**src/rtl/mem_lsu.sv**
```systemverilog
// Memory-access stage: multi-cycle req/gnt/rvalid data-memory handshake, ALU passthrough,
// one registered write-back result. Optional misalignment trap via LSU_MISALIGN_TRAP_EN.
module mem_lsu #(
  parameter int unsigned XLEN    = 64,
  parameter int unsigned TIMEOUT = 255
) (
  input  logic            clk,
  input  logic            rst,
  input  logic            ex_valid,
  output logic            ex_ready,
  input  logic [XLEN-1:0] ex_alu_result,
  input  logic [XLEN-1:0] ex_addr,
  input  logic [XLEN-1:0] ex_wdata,
  input  logic [4:0]      ex_mem_op,
  input  logic [4:0]      ex_rd,
  input  logic            ex_rf_wen,
  output logic            mem_req,
  output logic            mem_we,
  output logic [XLEN-1:0] mem_addr,
  output logic [XLEN-1:0] mem_wdata,
  output logic [7:0]      mem_wmask,
  input  logic            mem_gnt,
  input  logic            mem_rvalid,
  input  logic [XLEN-1:0] mem_rdata,
  output logic            wb_valid,
  input  logic            wb_ready,
  output logic [XLEN-1:0] wb_data,
  output logic [4:0]      wb_rd,
  output logic            wb_rf_wen,
  output logic            wb_err
);

  typedef enum logic [1:0] {S_IDLE, S_REQ, S_WAIT, S_DONE} state_e;

  state_e          state_q, state_d;
  logic [31:0]     cnt_q, cnt_d;
  logic            st_q, st_d, uns_q, uns_d, wen_q, wen_d;
  logic [1:0]      size_q, size_d;
  logic [2:0]      off_q, off_d;
  logic            mem_we_q, mem_we_d;
  logic [XLEN-1:0] mem_addr_q, mem_addr_d, mem_wdata_q, mem_wdata_d;
  logic [7:0]      mem_wmask_q, mem_wmask_d;
  logic [XLEN-1:0] wb_data_q, wb_data_d;
  logic [4:0]      wb_rd_q, wb_rd_d;
  logic            wb_rf_wen_q, wb_rf_wen_d, wb_err_q, wb_err_d;
  logic [7:0]      wmask_base;
  logic [XLEN-1:0] ld_sh, ld_ext;

  assign ex_ready  = (state_q == S_IDLE);
  assign mem_req   = (state_q == S_REQ);
  assign wb_valid  = (state_q == S_DONE);
  assign mem_we    = mem_we_q;
  assign mem_addr  = mem_addr_q;
  assign mem_wdata = mem_wdata_q;
  assign mem_wmask = mem_wmask_q;
  assign wb_data   = wb_data_q;
  assign wb_rd     = wb_rd_q;
  assign wb_rf_wen = wb_rf_wen_q;
  assign wb_err    = wb_err_q;

  always_comb begin
    case (ex_mem_op[1:0])
      2'd0:    wmask_base = 8'h01;
      2'd1:    wmask_base = 8'h03;
      2'd2:    wmask_base = 8'h0F;
      default: wmask_base = 8'hFF;
    endcase
  end

  always_comb begin
    ld_sh = mem_rdata >> {off_q, 3'b000};
    case (size_q)
      2'd0:    ld_ext = uns_q ? {56'd0, ld_sh[7:0]}  : {{56{ld_sh[7]}},  ld_sh[7:0]};
      2'd1:    ld_ext = uns_q ? {48'd0, ld_sh[15:0]} : {{48{ld_sh[15]}}, ld_sh[15:0]};
      2'd2:    ld_ext = uns_q ? {32'd0, ld_sh[31:0]} : {{32{ld_sh[31]}}, ld_sh[31:0]};
      default: ld_ext = ld_sh;
    endcase
  end

`ifdef LSU_MISALIGN_TRAP_EN
  logic misalign;
  always_comb begin
    case (ex_mem_op[1:0])
      2'd1:    misalign = ex_addr[0];
      2'd2:    misalign = |ex_addr[1:0];
      2'd3:    misalign = |ex_addr[2:0];
      default: misalign = 1'b0;
    endcase
  end
`endif

  always_comb begin
    state_d     = state_q;
    cnt_d       = cnt_q;
    st_d        = st_q;
    uns_d       = uns_q;
    wen_d       = wen_q;
    size_d      = size_q;
    off_d       = off_q;
    mem_we_d    = mem_we_q;
    mem_addr_d  = mem_addr_q;
    mem_wdata_d = mem_wdata_q;
    mem_wmask_d = mem_wmask_q;
    wb_data_d   = wb_data_q;
    wb_rd_d     = wb_rd_q;
    wb_rf_wen_d = wb_rf_wen_q;
    wb_err_d    = wb_err_q;
    case (state_q)
      S_IDLE: begin
        if (ex_valid) begin
          st_d     = ex_mem_op[3];
          uns_d    = ex_mem_op[2];
          size_d   = ex_mem_op[1:0];
          off_d    = ex_addr[2:0];
          wen_d    = ex_rf_wen;
          wb_rd_d  = ex_rd;
          wb_err_d = 1'b0;
          if (!ex_mem_op[4]) begin
            wb_data_d   = ex_alu_result;
            wb_rf_wen_d = ex_rf_wen;
            state_d     = S_DONE;
`ifdef LSU_MISALIGN_TRAP_EN
          end else if (misalign) begin
            wb_data_d   = ex_addr;
            wb_rf_wen_d = 1'b0;
            wb_err_d    = 1'b1;
            state_d     = S_DONE;
`endif
          end else begin
            mem_we_d    = ex_mem_op[3];
            mem_addr_d  = {ex_addr[XLEN-1:3], 3'b000};
            mem_wdata_d = ex_wdata << {ex_addr[2:0], 3'b000};
            mem_wmask_d = wmask_base << ex_addr[2:0];
            state_d     = S_REQ;
          end
        end
      end
      S_REQ: begin
        // rvalid coincident with gnt belongs to no outstanding load and is dropped
        if (mem_gnt) begin
          cnt_d = '0;
          if (st_q) begin
            wb_data_d   = '0;
            wb_rf_wen_d = 1'b0;
            state_d     = S_DONE;
          end else begin
            state_d = S_WAIT;
          end
        end
      end
      S_WAIT: begin
        cnt_d = cnt_q + 32'd1;
        if (mem_rvalid) begin
          wb_data_d   = ld_ext;
          wb_rf_wen_d = wen_q;
          state_d     = S_DONE;
        end else if (TIMEOUT != 0 && cnt_q + 32'd1 == TIMEOUT) begin
          wb_data_d   = '0;
          wb_rf_wen_d = 1'b0;
          wb_err_d    = 1'b1;
          state_d     = S_DONE;
        end
      end
      S_DONE: begin
        if (wb_ready) state_d = S_IDLE;
      end
      default: state_d = S_IDLE;
    endcase
  end

  always_ff @(posedge clk or posedge rst) begin
    if (rst) begin
      state_q     <= S_IDLE;
      cnt_q       <= '0;
      st_q        <= 1'b0;
      uns_q       <= 1'b0;
      wen_q       <= 1'b0;
      size_q      <= '0;
      off_q       <= '0;
      mem_we_q    <= 1'b0;
      mem_addr_q  <= '0;
      mem_wdata_q <= '0;
      mem_wmask_q <= '0;
      wb_data_q   <= '0;
      wb_rd_q     <= '0;
      wb_rf_wen_q <= 1'b0;
      wb_err_q    <= 1'b0;
    end else begin
      state_q     <= state_d;
      cnt_q       <= cnt_d;
      st_q        <= st_d;
      uns_q       <= uns_d;
      wen_q       <= wen_d;
      size_q      <= size_d;
      off_q       <= off_d;
      mem_we_q    <= mem_we_d;
      mem_addr_q  <= mem_addr_d;
      mem_wdata_q <= mem_wdata_d;
      mem_wmask_q <= mem_wmask_d;
      wb_data_q   <= wb_data_d;
      wb_rd_q     <= wb_rd_d;
      wb_rf_wen_q <= wb_rf_wen_d;
      wb_err_q    <= wb_err_d;
    end
  end

endmodule

```
**config.mk**
```make
export PLATFORM = sky130hd
export DESIGN_NAME = mem_lsu
export DESIGN_NICKNAME = d
export VERILOG_FILES = /design/src/rtl/mem_lsu.sv
export SDC_FILE = /design/constraint.sdc
export NUM_CORES = 1
export LEC_CHECK = 0
export BUFFER_PORTS_ARGS = -buffer_cell sky130_fd_sc_hd__buf_2
export CELL_PAD_IN_SITES_DETAIL_PLACEMENT = 1
export CELL_PAD_IN_SITES_GLOBAL_PLACEMENT = 2
export CORE_ASPECT_RATIO = 1.25
export CORE_MARGIN = 8
export CORE_UTILIZATION = 31
export DETAILED_ROUTE_END_ITERATION = 8
export GPL_TIMING_DRIVEN = 0
export HOLD_SLACK_MARGIN = 0.02
export PLACE_DENSITY = 0.79
export REMOVE_ABC_BUFFERS = 1
export SETUP_SLACK_MARGIN = 0.1
export SLEW_MARGIN = 40
export SYNTH_ARGS = -nofsm -noshare
export SYNTH_HDL_FRONTEND = slang
export SYNTH_SLANG_ARGS = --single-unit
```
**constraint.sdc**
```tcl
create_clock -name clk -period 8.9 [get_ports clk]
set_input_delay 0.89 -clock clk [delete_from_list [all_inputs] [get_ports clk]]
set_output_delay 0.89 -clock clk [all_outputs]
set_load 0.01 [all_outputs]
```
* Word-level counts from Yosys, hierarchy flattened
Index checks and enable logic that the tools add are counted.
** Operators by class
- Add/subtract/negate cells :: 1
- Multiply operators :: 0
- Divide/modulo/power cells :: 0
- Magnitude comparators :: 0
- Eq/ne operators :: 16
- Shift-type cells :: 3
- Multiplexer cells :: 33
- Bitwise logic cells :: 0
- Reduce and logical (&&, ||, !) cells :: 12
** Operators by type and width (count)
- $mux 64 :: 9
- $pmux 64 s3 :: 2
- $pmux 32 s2 :: 1
- $shl 64x6->64 :: 1
- $shr 64x6->64 :: 1
- $add 32x1->32 const B :: 1
- $eq 32x8->1 const B :: 1
- $mux 32 :: 1
- $pmux 8 s3 :: 1
- $mux 2 :: 6
- $mux 1 :: 10
- $eq 2x2->1 const B :: 4
- $ne 2x2->1 const B :: 4
- $pmux 2 s4 :: 1
- $reduce_and 4->1 :: 2
- $shl 8x3->8 :: 1
- $eq 2x1->1 const B :: 3
- $logic_not 2->1 :: 3
- $ne 2x1->1 const B :: 3
- $reduce_and 6->1 :: 1
- $reduce_and 2->1 :: 2
- $reduce_bool 2->1 :: 2
- $ne 3x3->1 const B :: 1
- $pmux 1 s3 :: 1
- 3 further kinds :: 3
** Storage, ports and cells
- Register bits after elaboration :: 247
- Bits in latches :: 0
- Memory bits (writable) :: 0
- Memory bits (read-only) :: 0
- Input port bits :: 273
- Output and inout bits :: 211
- Logic and storage cells :: 80
- Memories kept :: 0

* Longest topological paths before layout
Gate-level depths: netlist of the first run.
- Depth in word-level cells :: 5
- Mapped depth :: 12
- Mapped depth without buffers :: 9

* Worst setup path after synthesis of the first run
OpenSTA, ideal clock, no wires.
- Path type :: flip-flop to flip-flop
- From :: reg cnt_q[0]
- To :: reg wb_data_q[10], in the netlist wb_data[10]
- Setup time :: 125 ps
- Data arrival time :: 3229 ps
- Data required time :: 8775 ps
- Slack :: 5546 ps
- Cell stages (with the launch flop) :: 13
- Buffers on the path :: 3
- Clock period less this slack :: 3354 ps
- Cells stage by stage :: dfrtp_1 ha_1 nand2_1 or4_1 buf_2 o31a_1 nor4_2 nand4_1 nor4_2 o21ai_1 buf_6 buf_6 mux2_4
** Between the ends
- Longest elaborated chain between the ends :: 4
** Ends and longest elaborated chain
- start: declaration :: line 36 : logic [31:0] cnt_q, cnt_d;
- start signal: assignment :: line 190 : cnt_q <= cnt_d;
- $add 32x1->32 :: line 157 : end else if (TIMEOUT != 0 && cnt_q + 32'd1 == TIMEOUT) begin
- $eq 32x8->1 :: line 157
- $ne 3x3->1 (no line)
- $reduce_and 6->1 (no line)
- end signal: assignment :: line 200 : wb_data_q <= wb_data_d;
- end: declaration :: line 43 : logic [XLEN-1:0] wb_data_q, wb_data_d;
No other way between the ends.
A chain may end at the register's enable or synchronous reset.

* Final worst setup path of the first run
- From :: reg cnt_q[0]
- To :: reg wb_data_q[26], in the netlist wb_data[26]
Same word-level chain as after synthesis.

==> results.md, run 1 <==
STA:
- The setup-violating endpoint count in the final report is 0.
- Between clock sinks in the finished design, the worst skew comes to 0.009538 ns.
- Setup repair after global routing left no endpoint under its margin.
- The post-layout minimum cycle time is 4.325 ns.
- The final clock period utilization by the worst path is 48.60%.
- The final number of hold-violating endpoints is 0.
- The headroom to the max-slew limit is 44.41%.
- The sum of negative setup slack is 0 ns.
- The maximum achievable frequency is 231.2 MHz.
- At the pin with the least slew margin, the transition time is 0.8338 ns.
- The number of pins exceeding their max-slew limit in the final report is 0.

Finish:
- The post-route netlist has 41.03% of its cells at a drive strength greater than 1.
- After filler insertion, the fill cell instance count of the layout stands at 5,291.
- The leading cell type in the layout, fill and taps excluded is buf_2.
- The net count of the finished layout is 2,113.
- The top cell types in the final layout, fill and taps aside, are buf_2, dfrtp_1, nand2_1.
- The post-route core utilization is 40.73%.
- After routing the design area is 18,740 um^2.
- The layout overhead on the synthesized area is 30.28%.

Routing:
- Using the TritonRoute via totals, the vias-per-cell ratio works out to 5.400.
- The detail-routed net length per standard cell is 24.69 um.
- The residual DRC count is 0.
- The antenna violation net count after detailed routing is 0.
- The count of vias placed by the detailed router is 13,250.
- In this run, the number of DRC markers left after iteration 0 of detailed routing was 534.
- The count of TritonRoute iterations in the first routing pass is 4.
- The aggregate routed wire length is 60.56 mm.

Worst setup path:
- The element type at the critical path end is a flip-flop.
- The cell that appears most often on the critical path is buf_8.
- The kind of critical path is reg -> reg.
- The longest individual stage delay on the worst path is 0.79 ns.
- The required time reported for the critical path endpoint is 9.36 ns.
- For flop-to-flop paths, the worst setup slack is 4.58 ns.
- The critical path goes through ha_1, nand2_1, or4_1, mux2i_1, a2111oi_0, o22ai_1, nor4_2, o21ai_4, buf_8, buf_8, mux2_4.
- The critical path arrival is 4.78 ns.
- The type of element launching the critical path is a flip-flop.
- The largest fanout of any net on the critical path is 14.
- For this design, the slowest cell found on the critical path is or4_1.

GRT:
- The first global-routing pass estimated 91.99 mm of wire.
- The met2 capacity usage during global routing is 38.27%.
- The global routing usage on met3 is 7.699%.
- For this run, the total global-route usage over all layers was measured as 21.79%.
- Global routing finished with a remaining overflow of 0.
- The initial antenna violation count is 24.
- For met1 alone, demand over resource in global routing was 24.81%.
- The most congested layer reported by global routing is met2.
- The via count of the first global-routing pass is 14,630.
- Entering global routing, the biggest net connects 83 pins.

Pwr:
- The peak ir drop on the vdd network is 223.4 uV.
- The total leakage power is 8.993 nW.
- The power density relative to cell area is 349.7 nW/um^2.

Floorplanning:
- The initial core utilization is 31.26%.
- For this design the top-level I/O count stands at 484.
- The die area is 53,600 um^2.
- The row count is 88.
- The standard cell core area is 46,020 um^2.
- From bottom edge to top edge, the die measures 256.9 um.
- From left edge to right edge, the die measures 208.7 um.

Yosys:
- The share of synthesized registers carrying an async set or reset is 100.0%.
- The number of flops mapped to enable cells by yosys is 0.
- Summed over its instances, the top area cell type makes up 42.96% of the synthesized netlist area.
- The largest total area in the synthesized netlist belongs to dfrtp_1.
- Of the total synthesized cell area, the portion taken by AND, OR, NAND and NOR gates is 11.16%.
- The most used flip-flop cell after synthesis is dfrtp_1.
- Summing the areas of all fa, ha and maj instances in the mapped netlist gives 0.5218% of the synthesized area.
- The area fraction in compound gates after synthesis is 18.55%.
- The average instance in the mapped netlist occupies 10.11 um^2.
- In the synthesized netlist, the number of instances is 1,423.
- For this run, the register share of the synthesized area comes to 42.96%.
- The portion of synthesized area spent on multiplexers is 22.20%.
- By area, the combinational part of the netlist is dominated by multiplexers.
- The synthesized design contains 247 register bits.
- The number of synthesis warnings is 0.
- Sorting the synthesized cells by area gives the leading types as dfrtp_1, mux2_2, mux2i_1, o21ai_0, mux2_4.
- The distinct cell type count after synthesis is 61.
- After Yosys synthesis, XOR and XNOR cells account for 0.4870% of the synthesized area.
- The cell area that synthesis handed to floorplanning was 14,390 um^2.

Clock network:
- The total setup buffers inserted after CTS is 0.
- The deepest clock path buffer count is 3.
- Clock tree synthesis selected as its root buffer the cell clkbuf_16.
- The insertion delay to the later sink of the worst-skew pair is 0.57 ns.
- The number of sinks handled by clock tree synthesis is 247.
- The clock tree from TritonCTS is yes.
- The number of cells upsized or downsized after cts is 0.
- The number of hold buffers added after CTS is 0.
- The number of buffers created by CTS is 30.
- The maximum level of the CTS H-tree is 1.
- Clock-pin slew was measured on the worst setup and hold paths at 0.06 ns.

Place:
- The weighted congestion at the end of routability-driven global placement is 0.8507.
- The HPWL after detailed placement is 46.07 mm.
- In this run the cell area measured after placement is 17,560 um^2.
- Port buffering added 480 buffers.

Run:
- The total of max-cap violations is 0.

Outcome:
- The run finished with clean final reports.

Hold path:
- The min-delay analysis places its worst path in the category in -> async.
worst paths after layout:
| kind | startpoint | endpoint | cells after the start |
|---|---|---|---|
| worst max-delay path | cnt_q[0] | wb_data[26] | 11 |
| worst min-delay path | rst | wb_data[48] | 2 |
| worst max register to register | cnt_q[0] | wb_data[26] | 11 |
| worst min register to register | mem_wdata[42] | mem_wdata[42] | 2 |
| max in group asynchronous | rst | wb_rd[2] | 4 |
| min in group clk | mem_wdata[42] | mem_wdata[42] | 2 |
where the power goes:
group          leakage (nW)  internal, W  switching (W)
registers              3.16      0.00158       0.000308
clock network         0.566     0.000905       0.000528
logic                  5.27      0.00146        0.00177
total                  8.99      0.00394        0.00261
layer usage:
metal,vias up,wire length (um)
met1,6596,23750
li1,6071,-
met3,92,5271
met2,470,30010
met4,16,1432
met5,-,105
per-stage QoR:
stage / instances / hold slack, ns / total power [W] / setup slack [ns]
after detailed placement: 2387 / 0.4651 / 0.005170 / 4.421
after global placement: 2364 / 0.4562 / 0.005136 / -2.341
after floorplan: 1299 / 0.4798 / 0.003865 / 1.223
after CTS: 2442 / 0.3057 / 0.006648 / 4.412
final: 2453 / 0.3125 / 0.006554 / 4.575
after global routing: 2450 / 0.3234 / 0.006970 / 4.280
cells in the mapped netlist, drive strengths merged (7+ instances only):
cell type  count
mux2i         96
buf           32
nand3         19
a22o          27
o32ai          7
a31oi         18
clkbuf        94
and3           7
nor2b         20
a211oi        36
nor3          17
a21oi         57
mux2         164
nand2        158
o21ai        156
nand4         15
nor2          63
o2bb2ai       47
dfrtp        247
o31ai         13
mux4           9
nor4          16
a221o         14
o22a           8
inv           12
cell type report:
class | instances | area [um^2] | area share, %
antenna | 11 | 27.53 | 0.1469
tap | 585 | 732.0 | 3.905
timing repair buffer | 503 | 2861 | 15.27
inverter | 14 | 63.81 | 0.3404
sequential | 247 | 6192 | 33.04
clock inverter | 17 | 291.5 | 1.555
clock buffer | 38 | 852.1 | 4.546
multi-input combinational | 1038 | 7724 | 41.21
critical path, delay by kind of cell, from the launching register on:
kind,cells,cell delay [ns]
mux,2,0.48
buf+inv,2,0.40
compound gates,3,1.01
simple gates,3,1.51
flops,1,0.46
fa+ha+maj,1,0.33
registers in the layout, indices dropped and copies added, names as in the netlist:
name,cells
cnt_q,32
mem_addr,61
mem_wdata,64
mem_we,1
mem_wmask,8
off_q,3
size_q,2
st_q,1
state_q,2
uns_q,1
wb_data,64
wb_err,1
wb_rd,5
wb_rf_wen,1
wen_q,1
cells by family after synthesis:
| logic type | after synthesis |
|---|---|
| multiplexers | 269 |
| flip-flops | 247 |
| AND/OR/NAND/NOR | 344 |
| other | 1 |
| adder cells (fa/ha/maj) | 6 |
| buffers and inverters | 140 |
| XOR/XNOR | 8 |
| AO/OA/AOI/OAI | 408 |
(Power assumes the default switching activity.)
==> run 2, diff against run 1 <==
--- a/config.mk
+++ b/config.mk
@@ -5,16 +5,17 @@
 export SDC_FILE = /design/constraint.sdc
 export NUM_CORES = 1
 export LEC_CHECK = 0
+export ABC_AREA = 1
 export BUFFER_PORTS_ARGS = -buffer_cell sky130_fd_sc_hd__buf_2
 export CELL_PAD_IN_SITES_DETAIL_PLACEMENT = 1
 export CELL_PAD_IN_SITES_GLOBAL_PLACEMENT = 2
 export CORE_ASPECT_RATIO = 1.25
 export CORE_MARGIN = 8
-export CORE_UTILIZATION = 31
+export CORE_UTILIZATION = 24
 export DETAILED_ROUTE_END_ITERATION = 8
 export GPL_TIMING_DRIVEN = 0
 export HOLD_SLACK_MARGIN = 0.02
-export PLACE_DENSITY = 0.79
+export PLACE_DENSITY = 0.74
 export REMOVE_ABC_BUFFERS = 1
 export SETUP_SLACK_MARGIN = 0.1
 export SLEW_MARGIN = 40
==> constraint.sdc (replaced) <==
create_clock -name clk -period 3.8 [get_ports clk]
set_input_delay 0.38 -clock clk [delete_from_list [all_inputs] [get_ports clk]]
set_output_delay 0.38 -clock clk [all_outputs]
set_load 0.01 [all_outputs]
==> run 2 against run 1 <==
- synthesized area grew 1.3%
- setup slack got worse by 4.3 ns
- clock skew grew 0.0047 ns
- total power rose by 130%
- combinational power is 140% higher
- clock-buffer cell count up 6
- register-to-register slack got worse by 4.3 ns
- clock power rose by 110%
- critical path type unchanged
- largest power group unchanged
- highest routed layer unchanged
==> results.md, run 2 <==
Outcome:
- The flow ran to the end, and the final reports show no timing, DRC or antenna violations.

Routing:
- The count of vias placed by the detailed router is 16,590 (+25%).
- The post-detailed-route via-to-cell ratio is 4.877 (-9.7%).
- The count of TritonRoute iterations in the first routing pass is 5 (+1).
- The residual DRC count was 0 (unchanged).
- The detail-routed net length per standard cell is 21.24 um (-14%).
- The aggregate routed wire length is 72.24 mm (+19%).
- The count of routing violations after the opening detailed-route iteration was 783 (+47%).
- The antenna violation net count after detailed routing came to 0 (unchanged).

Finish:
- The leading cell type in the layout, fill and taps excluded is nand2_1.
- The ratio of cells with drive above 1 in the final layout is 23.24% (-18 points).
- Leaving out fill and tap cells, the most frequent cells in the layout are nand2_1, buf_2, dfrtp_1.
- The final instance count without filler cells was 3,401 (+39%).
- The final net count is 2,876 (+36%).
- The layout overhead on the synthesized area is 35.49%.
- The final design instance area without fill came to 19,760 um^2 (+5.4%).

Clock network:
- The number of sinks handled by clock tree synthesis was 247 (unchanged).
- The clock transition time at the flip-flop clock pins of the worst setup and hold paths is 0.07 ns (about the same).
- TritonCTS built the clock tree.
- The insertion delay to the later sink of the worst-skew pair is 0.59 ns (+0.02 ns).
- The root buffer cell chosen for the clock tree is clkbuf_16.
- The maximum level of the CTS H-tree came to 1 (unchanged).
- The deepest clock path buffer count is 3 (unchanged).
- The number of buffers created by CTS is 31 (+3.3%).

Yosys:
- The distinct cell type count after synthesis is 38 (-38%).
- The gate count of the mapped netlist is 2,117 (+49%).
- The number of synthesis warnings is 0 (unchanged).
- The area fraction of the dominant cell type after synthesis is 42.39% (-0.57 points).
- By count the netlist is led by nand2_1, dfrtp_1, o21ai_0, nand3_1, nor2_1.
- The fraction of the yosys area taken by sequential cells came to 42.39% (-0.57 points).
- The share of synthesized registers carrying an async set or reset came to 100.0% (unchanged).
- Among all flip-flop cells after synthesis, the most frequent one is dfrtp_1.
- The number of synthesized register bits is 247 (unchanged).
- The library cell with the largest summed area after synthesis is dfrtp_1.
- Sorting the synthesized cells by area gives the leading types as dfrtp_1, nand2_1, o21ai_0, nand3_1, a21oi_1.
- The most common cell in the netlist is nand2_1.
- The post-synthesis average cell area is 6.888 um^2 (-32%).
- The post-synthesis instance area is 14,580 um^2 (+1.3%).
- The number of flops mapped to enable cells by yosys is 0 (unchanged).

Floorplanning:
- The initial core utilization came to 24.14% (-7.1 points).
- The standard cell core area was 60,410 um^2 (+31%).
- The die area came to 68,950 um^2 (+29%).
- The row count is 101 (+15%).
- The die span in y came to 291.6 um (+14%).
- The I/O pin count was 484 (unchanged).
- The horizontal die dimension is 236.5 um (+13%).

Pwr:
- The peak ir drop on the vdd network was 451.5 uV (+100%).
- The total leakage power is 10.31 nW (+15%).
- The power density relative to cell area is 761.7 nW/um^2 (+120%).

STA:
- Setup repair after global routing left no endpoint under its margin.
- The largest clock skew in the final design is 0.01425 ns (+0.004714 ns).
- The number of pins exceeding their max-slew limit in the final report is 0 (unchanged).
- The final number of hold-violating endpoints was 0 (unchanged).
- The headroom to the max-slew limit is 47.72% (+3.3 points).
- The sum of negative setup slack was 0 ns (unchanged).
- The final clock period utilization by the worst path is 91.61% (+43 points).
- The setup-violating endpoint count in the final report is 0 (unchanged).
- The slew at the pin closest to its max-slew limit came to 0.7794 ns (-0.05444 ns).
- The minimum hold slack is 0.04338 ns (-0.2691 ns).
- The post-layout minimum cycle time is 3.481 ns (-0.8438 ns).
- The maximum achievable frequency came to 287.3 MHz (+24%).

Place:
- The post-placement cell count is 3,261 (+37%).
- The HPWL reported at the end of detailed placement is 52.99 mm (+15%).
- The instance area at placement came to 17,950 um^2 (+2.2%).
- The count of buffers from port buffering is 480 (unchanged).
- The weighted congestion at the end of routability-driven global placement came to 0.8146 (-4.2%).

Worst setup path:
- The largest fanout of any net on the critical path is 40 (+26).
- The critical path arrival came to 4.00 ns (-0.78 ns).
- The worst setup path is launched from a flip-flop.
- The register-to-register setup slack was 0.32 ns (-4.26 ns).
- The count of cells along the worst register-to-register path is 13 (+2).
- The element type at the critical path end is a flip-flop.
- The required time reported for the critical path endpoint is 4.32 ns (-5.04 ns).
- The worst flop-to-flop path endpoint is wb_data[56].
- The kind of critical path is reg -> reg.
- In this run the critical register-to-register path is launched from off_q[0].

GRT:
- The initial antenna violation count is 16 (-33%).
- The pin count of the biggest net entering global routing is 80 (-3.6%).
- The total global routing overflow is 0 (unchanged).
- The overall track demand over capacity in global routing is 20.05% (-1.7 points).
- The via count of the first global-routing pass is 17,960 (+23%).
- The wire length of the first global-routing pass came to 109.9 mm (+19%).

Hold path:
- The worst hold path endpoint is mem_addr[28].
- The class of the tightest hold or removal check is in -> reg.
- The hold path startpoint is ex_addr[28].
- The number of cells on the worst hold path is 3.

Run:
- The total of max-cap violations came to 0 (unchanged).
run 2: cell types whose count changed after synthesis, moves of 20 or more:
cell / before / now
a22o_1: 27 / 4
o21ai_0: 154 / 174
a211oi_1: 36 / 0
mux2i_1: 96 / 27
o2bb2ai_1: 47 / 0
mux2_4: 49 / 0
inv_1: 11 / 91
mux2_2: 115 / 0
a21oi_1: 57 / 83
nand2_1: 158 / 956
nor2b_1: 20 / 0
o211ai_1: 0 / 37
nor2_1: 63 / 104
nand3_1: 19 / 140
run 2: final cells by class:
| class | instances | area (um^2) |
|---|---|---|
| Tap cell | 772 | 965.9 |
| Clock inverter | 12 | 145.1 |
| Multi-Input combinational cell | 1637 | 7556 |
| Inverter | 98 | 404.1 |
| Sequential cell | 247 | 6192 |
| Clock buffer | 44 | 874.6 |
| Timing Repair Buffer | 582 | 3596 |
| Antenna cell | 9 | 22.52 |
| Fill cell | 7597 | 40650 |
run 2: worst max-delay path by stage:
stage	startpoint	end	slack [ns]
finish	off_q[0]	wb_data[56]	0.32
global route	off_q[0]	wb_data[50]	0.13
CTS	cnt_q[1]	wb_data[37]	0.11
detailed placement	off_q[0]	wb_data[50]	-0.36
global placement	state_q[0]	mem_wdata[52]	-9.59
floorplan	rst	cnt_q[0]	-3.37
run 2: cell families (layout without fill, tap and decap cells):
logic type               Yosys count  count (layout)  share of synthesized area, %
AND/OR/NAND/NOR                 1225            1227                         33.30
flip-flops                       247             247                         42.39
AO/OA/AOI/OAI                    374             374                         15.31
adder cells (fa/ha/maj)            6               6                        0.5148
buffers and inverters            237             736                         6.607
other                              1              12                       0.02572
multiplexers                      27              27                         1.853
run 2: where the power goes:
part | leakage [nW] | total (W) | internal (W) | switching, W
logic | 6.62 | 0.00760 | 0.00254 | 0.00506
registers | 3.19 | 0.00439 | 0.00364 | 0.000750
clock network | 0.502 | 0.00306 | 0.00179 | 0.00126
run 2: timing repair:
action / in CTS / in global routing
hold endpoints to repair: 113 / 0
resized for setup: 4 / 2
buffers inserted: 2 / 3
cloned: 1 / 1
endpoints found under the setup margin: 32 / 55
hold buffers: 68 / 0
pin swaps: 1 / 1
run 2: stage by stage:
step	setup slack [ns]	power [W]	utilization, %
after floorplan	-3.367	0.008233	-
after global placement	-9.591	0.01109	28.74
after detailed placement	-0.3592	0.01191	29.71
after CTS	0.1141	0.01521	32.60
after global routing	0.1323	0.01624	32.69
final	0.3188	0.01505	32.71
run 2: critical path, cell delays in order, from the launching register on:
cell and delay, ns:
dfrtp_4 0.71, buf_12 0.26, nand2_1 0.07, o21ai_1 0.13
o21ai_0 0.18, o21ai_1 0.38, nand3_2 0.37, nand2_4 0.33
clkinvlp_4 0.23, nand3_4 0.29, nand2_1 0.14, nand2_1 0.09
nand3_1 0.11, nand2_1 0.09
run 2: metal layers:
layer / track usage, % / vias up / share of wire [%]
met3: 5.565 / 102 / 7.1
li1: - / 7847 / -
met2: 34.46 / 491 / 48
met4: 5.340 / 12 / 2.5
met5: 0 / - / 0.094
met1: 24.46 / 8134 / 42
==> run 3, diff against run 2 <==
--- a/config.mk
+++ b/config.mk
@@ -5,17 +5,16 @@
 export SDC_FILE = /design/constraint.sdc
 export NUM_CORES = 1
 export LEC_CHECK = 0
-export ABC_AREA = 1
 export BUFFER_PORTS_ARGS = -buffer_cell sky130_fd_sc_hd__buf_2
 export CELL_PAD_IN_SITES_DETAIL_PLACEMENT = 1
 export CELL_PAD_IN_SITES_GLOBAL_PLACEMENT = 2
 export CORE_ASPECT_RATIO = 1.25
 export CORE_MARGIN = 8
-export CORE_UTILIZATION = 24
+export CORE_UTILIZATION = 28
 export DETAILED_ROUTE_END_ITERATION = 8
 export GPL_TIMING_DRIVEN = 0
 export HOLD_SLACK_MARGIN = 0.02
-export PLACE_DENSITY = 0.74
+export PLACE_DENSITY = 0.76
 export REMOVE_ABC_BUFFERS = 1
 export SETUP_SLACK_MARGIN = 0.1
 export SLEW_MARGIN = 40
==> run 3 against run 2 <==
- sequential power increased by 3%
- die area decreased by 15%
- setup slack improved by 0.038 ns
- cell area hardly changed
- register-to-register slack better by 0.04 ns
- critical endpoint is now wb_data[32]
- largest power group unchanged
- highest routed layer unchanged
==> results.md, run 3 (synthesis results as in run 1) <==
Clock network:
- The maximum level of the CTS H-tree is 1 (unchanged).
- TritonCTS built the clock tree.
- The number of buffers created by CTS is 30 (-3.2%).
- The deepest clock path buffer count came to 3 (unchanged).
- The clock transition time at the flip-flop clock pins of the worst setup and hold paths is 0.06 ns (about the same).
- The insertion delay to the later sink of the worst-skew pair came to 0.59 ns (about the same).
- The number of sinks handled by clock tree synthesis is 247 (unchanged).
- Clock tree synthesis selected as its root buffer the cell clkbuf_16.

Routing:
- The residual DRC count is 0 (unchanged).
- The detail-routed net length per standard cell came to 23.75 um (+12%).
- The count of TritonRoute iterations in the first routing pass is 5 (unchanged).
- The antenna violation net count after detailed routing was 0 (unchanged).
- The count of routing violations after the opening detailed-route iteration came to 716 (-8.6%).
- The count of vias placed by the detailed router came to 13,650 (-18%).
- The post-detailed-route via-to-cell ratio was 5.192 (+6.5%).
- The aggregate routed wire length is 62.47 mm (-14%).

Finish:
- The total area of multi-input combinational cells is 7828 um^2 (+3.6%).
- The ratio of cells with drive above 1 in the final layout is 41.82% (+19 points).
- The post-route core utilization is 38.62% (+5.9 points).
- In the layout the commonest cells are buf_2, dfrtp_1, nand2_1, o21ai_0, mux2_2.
- The area growth from synthesis to layout is 37.42%.
- The leading cell type in the layout, fill and taps excluded is buf_2.
- The final instance count without filler cells is 2,630 (-23%).
- The final net count is 2,205 (-23%).
- The total of fill cells in the finished design is 5,880 (-23%).
- The area taken by flip-flops and latches is 6211 um^2 (+0.30%).

Floorplanning:
- The I/O pin count is 484 (unchanged).
- The die area is 58,940 um^2 (-15%).
- The initial core utilization is 28.10% (+4.0 points).
- The standard cell core area is 51,200 um^2 (-15%).
- The die span in y is 269.4 um (-7.6%).
- The row count is 93 (-7.9%).
- The horizontal die dimension came to 218.8 um (-7.5%).

GRT:
- The initial antenna violation count is 28 (+12).
- The total global routing overflow was 0 (unchanged).
- The overall track demand over capacity in global routing was 20.40% (+0.35 points).
- The pin count of the biggest net entering global routing is 83 (+3.8%).
- The via count of the first global-routing pass is 15,040 (-16%).
- The wire length of the first global-routing pass is 94.23 mm (-14%).

Hold path:
- The hold path startpoint is ex_wdata[5].
- The class of the tightest hold or removal check is in -> reg.
- The number of cells on the worst hold path is 2 (-1).
- The path with the worst hold slack has its endpoint at mem_wdata[5].

STA:
- The largest clock skew in the final design came to 0.01894 ns (+0.004686 ns).
- The slew at the pin closest to its max-slew limit came to 0.8741 ns (+0.09477 ns).
- Setup repair after global routing left no endpoint under its margin.
- The post-layout minimum cycle time came to 3.443 ns (-0.03789 ns).
- The number of pins exceeding their max-slew limit in the final report is 0 (unchanged).
- The setup-violating endpoint count in the final report was 0 (unchanged).
- The maximum achievable frequency is 290.4 MHz (+1.1%).
- The headroom to the max-slew limit is 41.52% (-6.2 points).
- The final clock period utilization by the worst path is 90.61% (-1.0 points).
- The minimum hold slack is 0.08872 ns (+0.04534 ns).
- The final number of hold-violating endpoints is 0 (unchanged).

Place:
- The count of buffers from port buffering came to 480 (unchanged).
- The weighted congestion at the end of routability-driven global placement is 0.8225 (+0.97%).
- The post-placement cell count is 2,465 (-24%).
- The HPWL reported at the end of detailed placement is 45.43 mm (-14%).

Outcome:
- The run finished with clean final reports.

Pwr:
- The power density relative to cell area is 778.2 nW/um^2 (+2.2%).
- The total leakage power is 9.376 nW (-9.1%).
- The peak ir drop on the vdd network is 502.6 uV (+11%).

Worst setup path:
- The register-to-register setup slack was 0.36 ns (+0.04 ns).
- The critical path arrival is 3.95 ns (-0.05 ns).
- The worst setup path is captured at a flip-flop.
- The type of element launching the critical path is a flip-flop.
- The largest fanout of any net on the critical path came to 32 (-20%).
- The worst flop-to-flop path endpoint is wb_data[32].
- The startpoint identified for the worst register-to-register timing path is off_q[0].
- By startpoint and endpoint, the worst setup path is classified as reg -> reg.
- The count of cells along the worst register-to-register path came to 8 (-5).
- The required time reported for the critical path endpoint was 4.31 ns (about the same).

Run:
- The total of max-cap violations is 0 (unchanged).
## run 3: worst max-delay path by stage
stage / start / end / slack [ns] / cells after the start
6_report: off_q[0] / wb_data[32] / 0.36 / 8
3_5_place_dp: cnt_q[0] / wb_data[19] / -0.77 / 13
5_1_grt: off_q[0] / wb_data[32] / 0.18 / 8
3_3_place_gp: rst / mem_addr[42] / -6.90 / 2
4_1_cts: cnt_q[14] / wb_data[19] / 0.11 / 12
2_1_floorplan: rst / cnt_q[0] / -3.37 / 1
## run 3: critical path: stages (launching register included)
cell and delay [ns]:
dfrtp_4 0.68, clkinv_2 0.45, mux4_2 0.66, nor2b_1 0.17, a2111oi_2 0.55, o21ai_4 0.21
buf_8 0.20, o2bb2ai_1 0.24, mux2_4 0.19
## run 3: final cells by class
cell class	instances	share of cell area, %
Clock buffer	42	4.436
Sequential cell	247	31.41
Inverter	14	0.3291
Multi-Input combinational cell	1038	39.59
Timing Repair Buffer	595	18.78
Antenna cell	16	0.2025
Tap cell	665	4.208
Clock inverter	13	1.038
## run 3: routing by layer
layer | global-route usage (%) | routed length (um)
met1 | 22.41 | 23700
met2 | 35.61 | 30810
met3 | 6.968 | 5491
met4 | 7.911 | 2290
met5 | 0 | 172
## run 3: power breakdown
group | internal (W) | total, W | leakage, nW | switching (W)
sequential | 0.00370 | 0.00450 | 3.13 | 0.000796
combinational | 0.00354 | 0.00768 | 5.71 | 0.00414
clock | 0.00195 | 0.00321 | 0.535 | 0.00126
## run 3: per-stage QoR
step	TNS, ns	cell area [um^2]	setup WS [ns]	power (W)
CTS	0	19570	0.1068	0.01546
global placement	-2638.17	17090	-6.900	0.01140
floorplan	-1261.14	13860	-3.367	0.008842
detailed placement	-33.65	17620	-0.7689	0.01202
global route	0	19760	0.1810	0.01636
finish	0	19770	0.3567	0.01539
## run 3: what timing repair did
action,4_1_cts,5_1_grt
endpoints found under the hold margin,105,0
resized for setup,30,9
hold buffers,68,0
setup endpoints to repair,67,43
pin swaps,7,9
buffers inserted,11,16
